`src/rtl/regfile_wb_arbiter.sv`:
```
// Register-file write-back arbiter: main pipeline vs. a 2-deep MDU result FIFO,
// with starvation forcing and a pending-write scoreboard for MDU destinations.
module regfile_wb_arbiter #(
    parameter int STARVE_LIMIT = 3
) (
    input  logic        clk,
    input  logic        rst_n,
    input  logic        pipe_valid,
    input  logic [4:0]  pipe_dest,
    input  logic [31:0] pipe_result,
    output logic        pipe_ready,
    input  logic        mdu_valid,
    input  logic [4:0]  mdu_dest,
    input  logic [31:0] mdu_result,
    output logic        mdu_ready,
    input  logic        mdu_issue,
    input  logic [4:0]  mdu_issue_dest,
    output logic        issue_ok,
    input  logic [4:0]  src1,
    input  logic [4:0]  src2,
    output logic        hazard1,
    output logic        hazard2,
    output logic        writeBackEn,
    output logic [4:0]  Dest_wb,
    output logic [31:0] Result_WB
);

    localparam int CW = (STARVE_LIMIT < 1) ? 1 : $clog2(STARVE_LIMIT + 1);
    localparam logic [CW-1:0] LIMIT = CW'(STARVE_LIMIT);

    logic [4:0]    r_fifo_dest [0:1];
    logic [31:0]   r_fifo_data [0:1];
    logic          r_rd_ptr;
    logic          r_wr_ptr;
    logic [1:0]    r_count;
    logic [CW-1:0] r_starve;
    logic [31:0]   r_pending;
    logic          r_wb_en;
    logic [4:0]    r_dest;
    logic [31:0]   r_result;

    logic          w_empty;
    logic          w_full;
    logic          w_force;
    logic          w_push;
    logic          w_grant_pipe;
    logic          w_grant_fifo;
    logic [4:0]    w_head_dest;
    logic [31:0]   w_head_data;
    logic [4:0]    w_wb_dest;
    logic [31:0]   w_wb_data;
    logic [31:0]   w_pending_next;

    assign w_empty      = (r_count == 2'd0);
    assign w_full       = (r_count == 2'd2);
    assign w_force      = (r_starve == LIMIT) && !w_empty;
    assign w_push       = mdu_valid && !w_full;
    assign w_grant_pipe = pipe_valid && !w_force;
    assign w_grant_fifo = !w_grant_pipe && !w_empty;
    assign w_head_dest  = r_fifo_dest[r_rd_ptr];
    assign w_head_data  = r_fifo_data[r_rd_ptr];

    assign pipe_ready  = !w_force;
    assign mdu_ready   = !w_full;
    assign issue_ok    = !r_pending[mdu_issue_dest];
    assign hazard1     = (src1 != 5'd0) && r_pending[src1];
    assign hazard2     = (src2 != 5'd0) && r_pending[src2];
    assign writeBackEn = r_wb_en;
    assign Dest_wb     = r_dest;
    assign Result_WB   = r_result;

    // Select the granted source's dest/result for the write port.
    always_comb begin
        w_wb_dest = 5'd0;
        w_wb_data = 32'd0;
        if (w_grant_pipe) begin
            w_wb_dest = pipe_dest;
            w_wb_data = pipe_result;
        end else begin
            w_wb_dest = w_head_dest;
            w_wb_data = w_head_data;
        end
    end

    // Scoreboard update: a granted head can never collide with an accepted issue,
    // since issue_ok is low while the head's dest is still pending.
    always_comb begin
        w_pending_next = r_pending;
        if (w_grant_fifo) begin
            w_pending_next = w_pending_next & ~(32'd1 << w_head_dest);
        end else begin
            w_pending_next = w_pending_next;
        end
        if (mdu_issue && issue_ok && (mdu_issue_dest != 5'd0)) begin
            w_pending_next = w_pending_next | (32'd1 << mdu_issue_dest);
        end else begin
            w_pending_next = w_pending_next;
        end
    end

    // MDU result FIFO storage, pointers and occupancy.
    always_ff @(posedge clk or negedge rst_n) begin
        if (!rst_n) begin
            for (int i = 0; i < 2; i++) begin
                r_fifo_dest[i] <= 5'd0;
                r_fifo_data[i] <= 32'd0;
            end
            r_rd_ptr <= 1'b0;
            r_wr_ptr <= 1'b0;
            r_count  <= 2'd0;
        end else begin
            if (w_push) begin
                r_fifo_dest[r_wr_ptr] <= mdu_dest;
                r_fifo_data[r_wr_ptr] <= mdu_result;
                r_wr_ptr              <= ~r_wr_ptr;
            end
            if (w_grant_fifo) begin
                r_rd_ptr <= ~r_rd_ptr;
            end
            case ({w_push, w_grant_fifo})
                2'b10:   r_count <= r_count + 2'd1;
                2'b01:   r_count <= r_count - 2'd1;
                default: r_count <= r_count;
            endcase
        end
    end

    // Starvation counter for the FIFO head.
    always_ff @(posedge clk or negedge rst_n) begin
        if (!rst_n) begin
            r_starve <= '0;
        end else if (w_empty || w_grant_fifo) begin
            r_starve <= '0;
        end else begin
            r_starve <= r_starve + 1'b1;
        end
    end

    // Pending-write vector.
    always_ff @(posedge clk or negedge rst_n) begin
        if (!rst_n) begin
            r_pending <= 32'd0;
        end else begin
            r_pending <= w_pending_next;
        end
    end

    // Registered write port; register 0 writes are swallowed.
    always_ff @(posedge clk or negedge rst_n) begin
        if (!rst_n) begin
            r_wb_en  <= 1'b0;
            r_dest   <= 5'd0;
            r_result <= 32'd0;
        end else if (w_grant_pipe || w_grant_fifo) begin
            r_wb_en  <= (w_wb_dest != 5'd0);
            r_dest   <= w_wb_dest;
            r_result <= w_wb_data;
        end else begin
            r_wb_en  <= 1'b0;
        end
    end

endmodule
```
`config.mk`:
```
export PLATFORM = sky130hd
export DESIGN_NAME = regfile_wb_arbiter
export DESIGN_NICKNAME = d
export VERILOG_FILES = /design/src/rtl/regfile_wb_arbiter.sv
export SDC_FILE = /design/constraint.sdc
export NUM_CORES = 1
export LEC_CHECK = 0
export ABC_AREA = 1
export BUFFER_PORTS_ARGS = -buffer_cell sky130_fd_sc_hd__buf_2
export CORE_MARGIN = 1.5
export CORE_UTILIZATION = 56
export CTS_BUF_LIST = sky130_fd_sc_hd__clkbuf_4 sky130_fd_sc_hd__clkbuf_8 sky130_fd_sc_hd__clkbuf_16
export DETAILED_ROUTE_END_ITERATION = 10
export GPL_ROUTABILITY_DRIVEN = 1
export PLACE_DENSITY = 0.91
export SLEW_MARGIN = 40
export SYNTH_ARGS = -nofsm -noshare
export SYNTH_HDL_FRONTEND = slang
export SYNTH_SLANG_ARGS = --single-unit
```
`constraint.sdc`:
```
create_clock -name clk -period 3.1 [get_ports clk]
set_clock_uncertainty 0.2 [all_clocks]
set_input_delay 0.62 -clock clk [delete_from_list [all_inputs] [get_ports clk]]
set_output_delay 0.62 -clock clk [all_outputs]
set_load 0.02 [all_outputs]
```
# ---- Yosys cells after proc, flatten, opt, wreduce, memory -nomap -nowiden
# Cells that the tools add are included.
dict set report totals {
  regBits 150
  word_cells 81
  inputBits 94
  output_inout_bits 43
}
dict set report op_classes {
  n_lt_le_gt_ge 6
  n_addsub 3
  bitwise_logic 7
  mux 25
  shift 2
  n_reduce_logical 22
  n_eq_ne 4
}
# op n
set ops {}
lappend ops {{two-way mux 32 bit} 7}
lappend ops {{bitwise mux 64 bit} 1}
lappend ops {{<< shifter 1 x 5 -> 32 bit, first input constant} 2}
lappend ops {{bitwise AND 32 bit} 1}
lappend ops {{demux 32 bit (select 1 bit)} 1}
lappend ops {{NOT 32 bit} 1}
lappend ops {{OR 32 bit} 1}
lappend ops {{two-way mux 5 bit} 5}
lappend ops {{nonzero test 5 bit} 4}
lappend ops {{< comparator 5 x 6 -> 1 bit, second input constant} 3}
lappend ops {{binary-select mux 1 bit (select 5 bit)} 3}
lappend ops {{bitwise mux 10 bit} 1}
lappend ops {{logical AND 1 bit} 9}
lappend ops {{equality test 2 bit, second input constant} 3}
lappend ops {{demux 5 bit (select 1 bit)} 1}
lappend ops {{zero test 1 bit} 5}
lappend ops {{adder 2 x 1 -> 2 bit, second input constant} 2}
lappend ops {{>= comparator 2 bit, second input constant} 2}
lappend ops {{two-way mux 1 bit} 4}
lappend ops {{NOT 1 -> 2 bit} 2}
lappend ops {{case mux 2 bit (2 select lines)} 1}
lappend ops {{equality test 2 x 1 -> 1 bit, second input constant} 1}
lappend ops {{zero test 2 bit} 1}
lappend ops {{logical OR 1 bit} 2}
lappend ops {{5 further kinds} 6}

# ---- Logic depth before layout (Yosys ltp)
# Gate-level depths: netlist of the first run.
dict set report logic_depth {
  depth_word 10
  ltp_mapped 13
  mapped_depth_nobuf 10
}

# ---- Worst setup path after synthesis of the first run
# OpenSTA, ideal clock, no wires.
dict set report synth_path {
  path_type {in2out}
  from {in src1[1]}
  to {out hazard1}
  setup_slack_ps 590
  arrival_time_ps 1690
  stages 8
  n_path_buf 2
  required_ps 2280
  path_cell_list {clkbuf_1 > clkbuf_1 > o21ai_0 > o21ai_1 > nand3_1 > nand3_1 > nand3b_1 > nand2_1}
}
dict set report synth_via {
  elab_chain_len 3
  elab_cells_between_ends 4
}
# item line_no
set synth_lines {}
lappend synth_lines {{from (decl)} 19} ;# input logic [4:0] src1,
lappend synth_lines {{binary-select mux 1 bit (select 5 bit)} 66} ;# assign hazard1 = (src1 != 5'd0) && r_pending[src1];
lappend synth_lines {{two-way mux 1 bit (implied by the code)} 66}
lappend synth_lines {{logical AND 1 bit (*)} 66}
lappend synth_lines {{to (decl)} 21} ;# output logic hazard1,
# Every way passes the cells marked *; elsewhere a longest branch is shown, timed or not. The select of a mux whose other input is x is not followed.

# ---- Final worst setup path of the first run
dict set report layout_path {
  from {reg r_count[0]}
  to {out pipe_ready}
}
dict set report layout_via {
  elab_chain_len 4
}
# item line_no
set layout_lines {}
lappend layout_lines {{from (decl)} 35} ;# logic [1:0] r_count;
lappend layout_lines {{from (signal assigned)} 121} ;# 2'b10: r_count <= r_count + 2'd1;
lappend layout_lines {{from (signal assigned)} 122} ;# 2'b01: r_count <= r_count - 2'd1;
lappend layout_lines {{from (signal assigned)} 123} ;# default: r_count <= r_count;
lappend layout_lines {{zero test 2 bit} 54} ;# assign w_empty = (r_count == 2'd0);
lappend layout_lines {{zero test 1 bit} 56} ;# assign w_force = (r_starve == LIMIT) && !w_empty;
lappend layout_lines {{logical AND 1 bit} 56}
lappend layout_lines {{zero test 1 bit} 63} ;# assign pipe_ready = !w_force;
lappend layout_lines {{to (decl)} 11} ;# output logic pipe_ready,
# No other way between the ends.

==> results of run 1 <==
[state kept, by name, indices dropped and copies added (netlist names)]
register	flops
r_pending	32
r_fifo_data	64
r_count	2
r_wr_ptr	1
r_rd_ptr	1
Result_WB	32
writeBackEn	1
r_fifo_dest	10
Dest_wb	5
r_starve	2
[cell type report]
type | count | area, um^2
clock buffers | 18 | 439
diodes | 1 | 2.50
clock inverters | 14 | 199
multi-input cells | 706 | 3370
inverters | 80 | 302
repair buffers | 152 | 832
well taps | 176 | 220
fillers | 1072 | 4230
flip-flops and latches | 150 | 3750
[layer usage]
layer	global-route usage	part of all wire	vias to the layer above	wire (um)
met4	0.143	0.036	0	772
met3	0.0863	0.099	76	2140
li1	-	-	3525	-
met5	0	0	-	0
met2	0.488	0.47	407	10100
met1	0.396	0.40	3506	8620
[critical path, cell delays in order (launching register included)]
cell	delay (ps)
dfrtp_1	440
nor2_2	190
clkinv_2	140
nand2_4	90
buf_4	360
buf_2	240
[cells in the final DEF, fill, tap and decap left out, types with 2 or more instances in the layout]
master	count
nor2_2	2
inv_2	3
inv_8	2
nor4_1	4
nand4_1	2
nand2_2	2
or2_2	4
xnor2_1	2
nand3b_1	2
ha_1	2
nand3_1	108
nand2_1	253
clkbuf_16	17
o21ai_1	29
clkinvlp_4	2
mux2i_1	11
inv_1	74
dfrtp_1	150
buf_2	135
buf_12	2
o311ai_0	22
o21ai_0	120
clkinv_2	4
o211ai_1	22
nand2_4	2
buf_4	14
nor2_1	94
bufinv_16	4
a21oi_1	17
clkinv_1	2
clkinv_4	2
nor3_1	2
[logic make-up after synthesis]
kind of cell | Yosys count | share of synthesized area
buffers and inverters | 147 | 0.0763
and+or+nand+nor | 478 | 0.259
muxes | 11 | 0.0143
DFF | 150 | 0.487
AOI/OAI and AO/OA | 212 | 0.156
adders and majority gates | 2 | 0.00325
xor gates and xnor gates | 3 | 0.00341
[metrics by stage]
stage / cells / hold slack (ps) / setup slack [ps] / power (uW)
floorplan: 1003 / 124 / 590 / 5680
global placement: 1264 / 233 / 492 / 6720
detailed placement: 1264 / 247 / 471 / 6870
CTS: 1296 / 2.83 / 392 / 9140
global route: 1296 / 39.6 / 283 / 9740
finish: 1297 / -21.7 / 368 / 9200
[power by group through the flow]
stage / sequential, uW / combinational (uW) / clock (uW)
global placement: 3560 / 3160 / 0
CTS: 3590 / 3330 / 2220
detailed placement: 3590 / 3290 / 0
floorplan: 3650 / 2040 / 0
finish: 3630 / 3360 / 2210
global route: 3700 / 3730 / 2310
[synthesized netlist by cell type (5+ instances only)]
master and number:
o311ai_0 22, nand2_1 253, o211ai_1 22, inv_1 75, dfrtp_1 150, clkbuf_1 47
buf_1 5, nor2_1 95, buf_2 10, o21ai_0 120, nand3_1 109, mux2i_1 11
o21ai_1 29, a21oi_1 17
[final timing paths]
| check | from | endpoint | slack [ps] | depth (start not counted) |
|---|---|---|---|---|
| min in group clk | pipe_result[20] | Result_WB[20] | 240 | 3 |
| min reg2reg | r_fifo_dest[0] | r_fifo_dest[0] | 280 | 2 |
| max reg2reg | r_rd_ptr | r_pending[30] | 680 | 9 |
| max | r_count[0] | pipe_ready | 370 | 5 |
| max in group asynchronous | rst_n | Result_WB[28] | 1900 | 2 |
| min | rst_n | Result_WB[20] | -20 | 1 |
==> out/qor.yml, run 1 <==
hpwl_mm: 14.4
power_frac_seq: 0.395
cellLeakagePower_uw: 0.00454
internal_power_uw: 5390
status: "complete, but fails checks"
crit_fanout: 33
io_pins: 137
core_area_mm2: 0.0133
synth_cell_types: 34
period_needed_ps: 2730
vias: 7514
grt_pass1_wl_mm: 34.6
maxSlewViolCount: 0
violations: "hold timing"
maxCapViolations: 0
cts_made_buffers: 17
yosysWarnings: 0
hold_viol_final: 7
totalWireLength_mm: 21.6
cp.required_ps: 2280
cts_setup_buffers: 0
relSlewSlack: 0.472
cts_root_buffer: "clkbuf_16"
grt_antenna_before_repair: 1
grt_pass1_vias: 7045
clockPowerShare: 0.240
port_buffers: 136
avgSynthCellArea_um2: 7.68
tns_ps: 0
power.switching_fraction: 0.414
post_cts_hold_buffer_count: 0
grt_max_degree: 72
htree_levels: 4
dieArea_mm2: 0.0145
netSwitchingPower_uw: 3810
synth_cells: 1003
netlist_area_mm2: 0.00770
ys_seq_area_frac: 0.487
synth_edf_count: 0
clockBufferDepth: 2
p_comb_frac: 0.365
ys_seq_elements: 150
period_share: 0.881
criticalPathCategory: "reg -> out"
place.gp.congestion: 1.00
critPathLaunchType: "register"
final_core_util: 0.683
grt_overflow_total: 0
max_freq_ghz: 0.366
tightestPinTransition_ps: 787
firstDrtPassIters: 5
die_w_um: 120
end_kind: "output pin"
place_area_mm2: 0.00848
stdcell_area_mm2: 0.00912
core.rowCount: 42
hold_class: "in -> async"
drt-initial-drc-count: 610
clkLatencyLatePin_ps: 430
wl_per_cell_um: 16.6
vdd_ir_drop_max_mv: 0.628
syn_to_final_growth_pct: 18.4
syn-num-nets: 1099
final_antenna_net_count: 0
rsz0062_at_grt: "false"
whs_ps: -21.7
cts_tree: "done"
setup-violations-final: 0
start_util: 0.577
cts_num_sinks: 150
drc: 0
die-height_um: 120
clk_pin_slew_worst_paths_ps: 70
ys.flop_type: "dfrtp_1"
synth.area.top_cells: "dfrtp_1 (49%), nand2_1 (12%), o21ai_0 (7.8%)"
layout.nets: 1203
drive_gt1_frac: 0.179
crit_arrival_ps: 1910
grt_usage: 0.308
post_cts_resized: 0
synth_top_area_share: 0.487
synth_top_cell_by_area: "dfrtp_1"
p_per_area_mw_per_mm2: 1010
viasPerCell: 5.79
synthArstFlopShare: 1.00
Power figures use the tool's default switching activity.
==> run 2: changes to the inputs <==
CORE_UTILIZATION = 50   (was 56)
CTS_CLUSTER_SIZE = 14   (was default)
PLACE_DENSITY = 0.84   (was 0.91)
==> run 2 against run 1 <==
Compared with the run above:
- via count is 0.65% lower
- global-route usage is 2.7 points lower
- clock power is 6% lower
- the run still ends with hold timing left
- non-clock buffer count is 1 lower
- wire length is 1.9% higher
- power is 1.9% lower
- sequential cell count stayed put
- utilization is 8.2 points lower
- first-iteration DRC count is 3.6% lower
- largest cell class unchanged
- register-to-register slack better by 40 ps
- design area is 0.11% lower
- die area is 12% higher
- highest routed layer unchanged
==> out/qor.yml, run 2 (synthesized netlist as in run 1, its figures left out) <==
clockPowerShare: 0.230  # was 0.240
hold_class: "in -> async"  # unchanged
clkLatencyLatePin_ps: 430  # about the same
grt_pass1_vias: 7061  # was 7045
clockBufferDepth: 2  # unchanged
cp.required_ps: 2280  # about the same
fillers: 1351  # was 1072
largest_register: "r_fifo_data"  # unchanged
final_antenna_net_count: 0  # unchanged
vdd_ir_drop_max_mv: 0.493  # was 0.628 mV
period_share: 0.884  # was 0.881
diodes: 0  # was 1
final_core_util: 0.601  # was 0.683
period_needed_ps: 2740  # was 2730 ps
multi_input_area_mm2: 0.00337  # about the same
setup-violations-final: 0  # unchanged
vias: 7465  # was 7514
internal_power_uw: 5310  # was 5390 uW
crit_fanout: 33  # unchanged
hold_viol_final: 9  # was 7
pre_cts_ws_ps: 429  # was 471 ps
port_buffers: 136  # unchanged
drc: 0  # unchanged
end_kind: "output pin"  # unchanged
post_cts_hold_buffer_count: 0  # unchanged
relSlewSlack: 0.538  # was 0.472
p_per_area_mw_per_mm2: 992  # was 1010 mW/mm^2
critPathLaunchType: "register"  # unchanged
setup_ws_ps: 361  # was 368 ps
whs_ps: -3.93  # was -21.7 ps
clk_pin_slew_worst_paths_ps: 60  # was 70 ps
rsz0062_at_grt: "false"  # unchanged
totalWireLength_mm: 22.0  # was 21.6 mm
core_area_mm2: 0.0151  # was 0.0133 mm^2
io_pins: 137  # unchanged
p_comb_frac: 0.371  # was 0.365
cts_setup_buffers: 0  # unchanged
grt_usage: 0.282  # was 0.308
cts_num_sinks: 150  # unchanged
cts_tree: "done"  # unchanged
firstDrtPassIters: 5  # unchanged
place.gp.congestion: 0.957  # was 1.00
wl_per_cell_um: 16.8  # was 16.6 um
total_power_uw: 9030  # was 9200 uW
tightestPinTransition_ps: 692  # was 787 ps
die_w_um: 127  # was 120 um
largest_reg_flops: 64  # unchanged
die-height_um: 127  # was 120 um
dieArea_mm2: 0.0162  # was 0.0145 mm^2
cts_root_buffer: "clkbuf_16"  # unchanged
grt_antenna_before_repair: 0  # was 1
ff_latch_area_mm2: 0.00375  # unchanged
maxCapViolations: 0  # unchanged
violations: "hold timing"  # unchanged
start_util: 0.509  # was 0.577
crit_slowest_cell: "dfrtp_1"  # unchanged
criticalPathCategory: "reg -> out"  # unchanged
grt_overflow_total: 0  # unchanged
post_cts_resized: 0  # unchanged
tns_ps: 0  # unchanged
viasPerCell: 5.71  # was 5.79
cp_cell_sequence: "nor2_2 > clkinv_2 > nand2_4 > buf_4 > buf_2"  # unchanged
core.rowCount: 45  # was 42
grt_pass1_wl_mm: 35.7  # was 34.6 mm
cts_made_buffers: 17  # unchanged
htree_levels: 4  # unchanged
hpwl_mm: 14.9  # was 14.4 mm
syn_to_final_growth_pct: 18.2  # was 18.4%
cellLeakagePower_uw: 0.00454  # about the same
max_freq_ghz: 0.365  # was 0.366 GHz
power_frac_seq: 0.399  # was 0.395
final_cell_mix: "nand2_1 (253), dfrtp_1 (150), buf_2 (135)"  # unchanged
status: "complete, but fails checks"  # unchanged
drive_gt1_frac: 0.179  # about the same
crit_arrival_ps: 1920  # was 1910 ps
power.switching_fraction: 0.412  # was 0.414
max_stage_delay_ps: 440  # about the same
layout.nets: 1202  # was 1203
drt-initial-drc-count: 588  # was 610
maxSlewViolCount: 0  # unchanged
netSwitchingPower_uw: 3720  # was 3810 uW
grt_max_degree: 74  # was 72
final_common_cell: "nand2_1"  # unchanged
-- run 2: final timing paths --
kind,startpoint,to,slack (ps),depth (start not counted)
setup / recovery,r_count[0],pipe_ready,360,5
hold / removal,rst_n,r_fifo_data[45],-4,1
setup reg to reg,r_count[0],r_count[1],720,10
hold reg to reg,r_starve[0],r_starve[0],240,1
max in group asynchronous,rst_n,r_pending[15],1910,2
min in group clk,r_starve[0],r_starve[0],240,1
-- run 2: worst max-delay path: cells and delay by family, from the launching register on --
kind | cells | cell delay [ps]
DFF | 1 | 440
buffers and inverters | 3 | 760
and+or+nand+nor | 2 | 280
-- run 2: power groups by stage --
stage	sequential, uW	clock, uW	combinational, uW
finish	3600	2080	3350
global placement	3560	0	3230
detailed placement	3580	0	3310
CTS	3570	2080	3350
floorplan	3650	0	2040
global route	3680	2170	3740
-- run 2: cell type report --
type                    instances  area share
inverters                      80      0.0331
clock inverters                 8      0.0106
multi-input cells             706       0.370
repair buffers                151      0.0933
flip-flops and latches        150       0.412
clock buffers                  24      0.0545
well taps                     188      0.0258
-- run 2: routing by layer --
metal  global-route usage  routed length, um  vias to the layer above
met1                0.382               9410                     3526
met2                0.449              10300                      372
li1                     -                  -                     3525
met4               0.0963                514                        0
met5                    0                  0                        -
met3               0.0653               1790                       42
-- run 2: metrics by stage --
stage	hold WS, ps	cells	area, um^2
after global placement	235	1275	8510
final	-3.93	1307	9110
after global routing	59.8	1307	9110
after CTS	24.3	1307	9110
after detailed placement	236	1275	8510
after floorplan	124	1003	7700
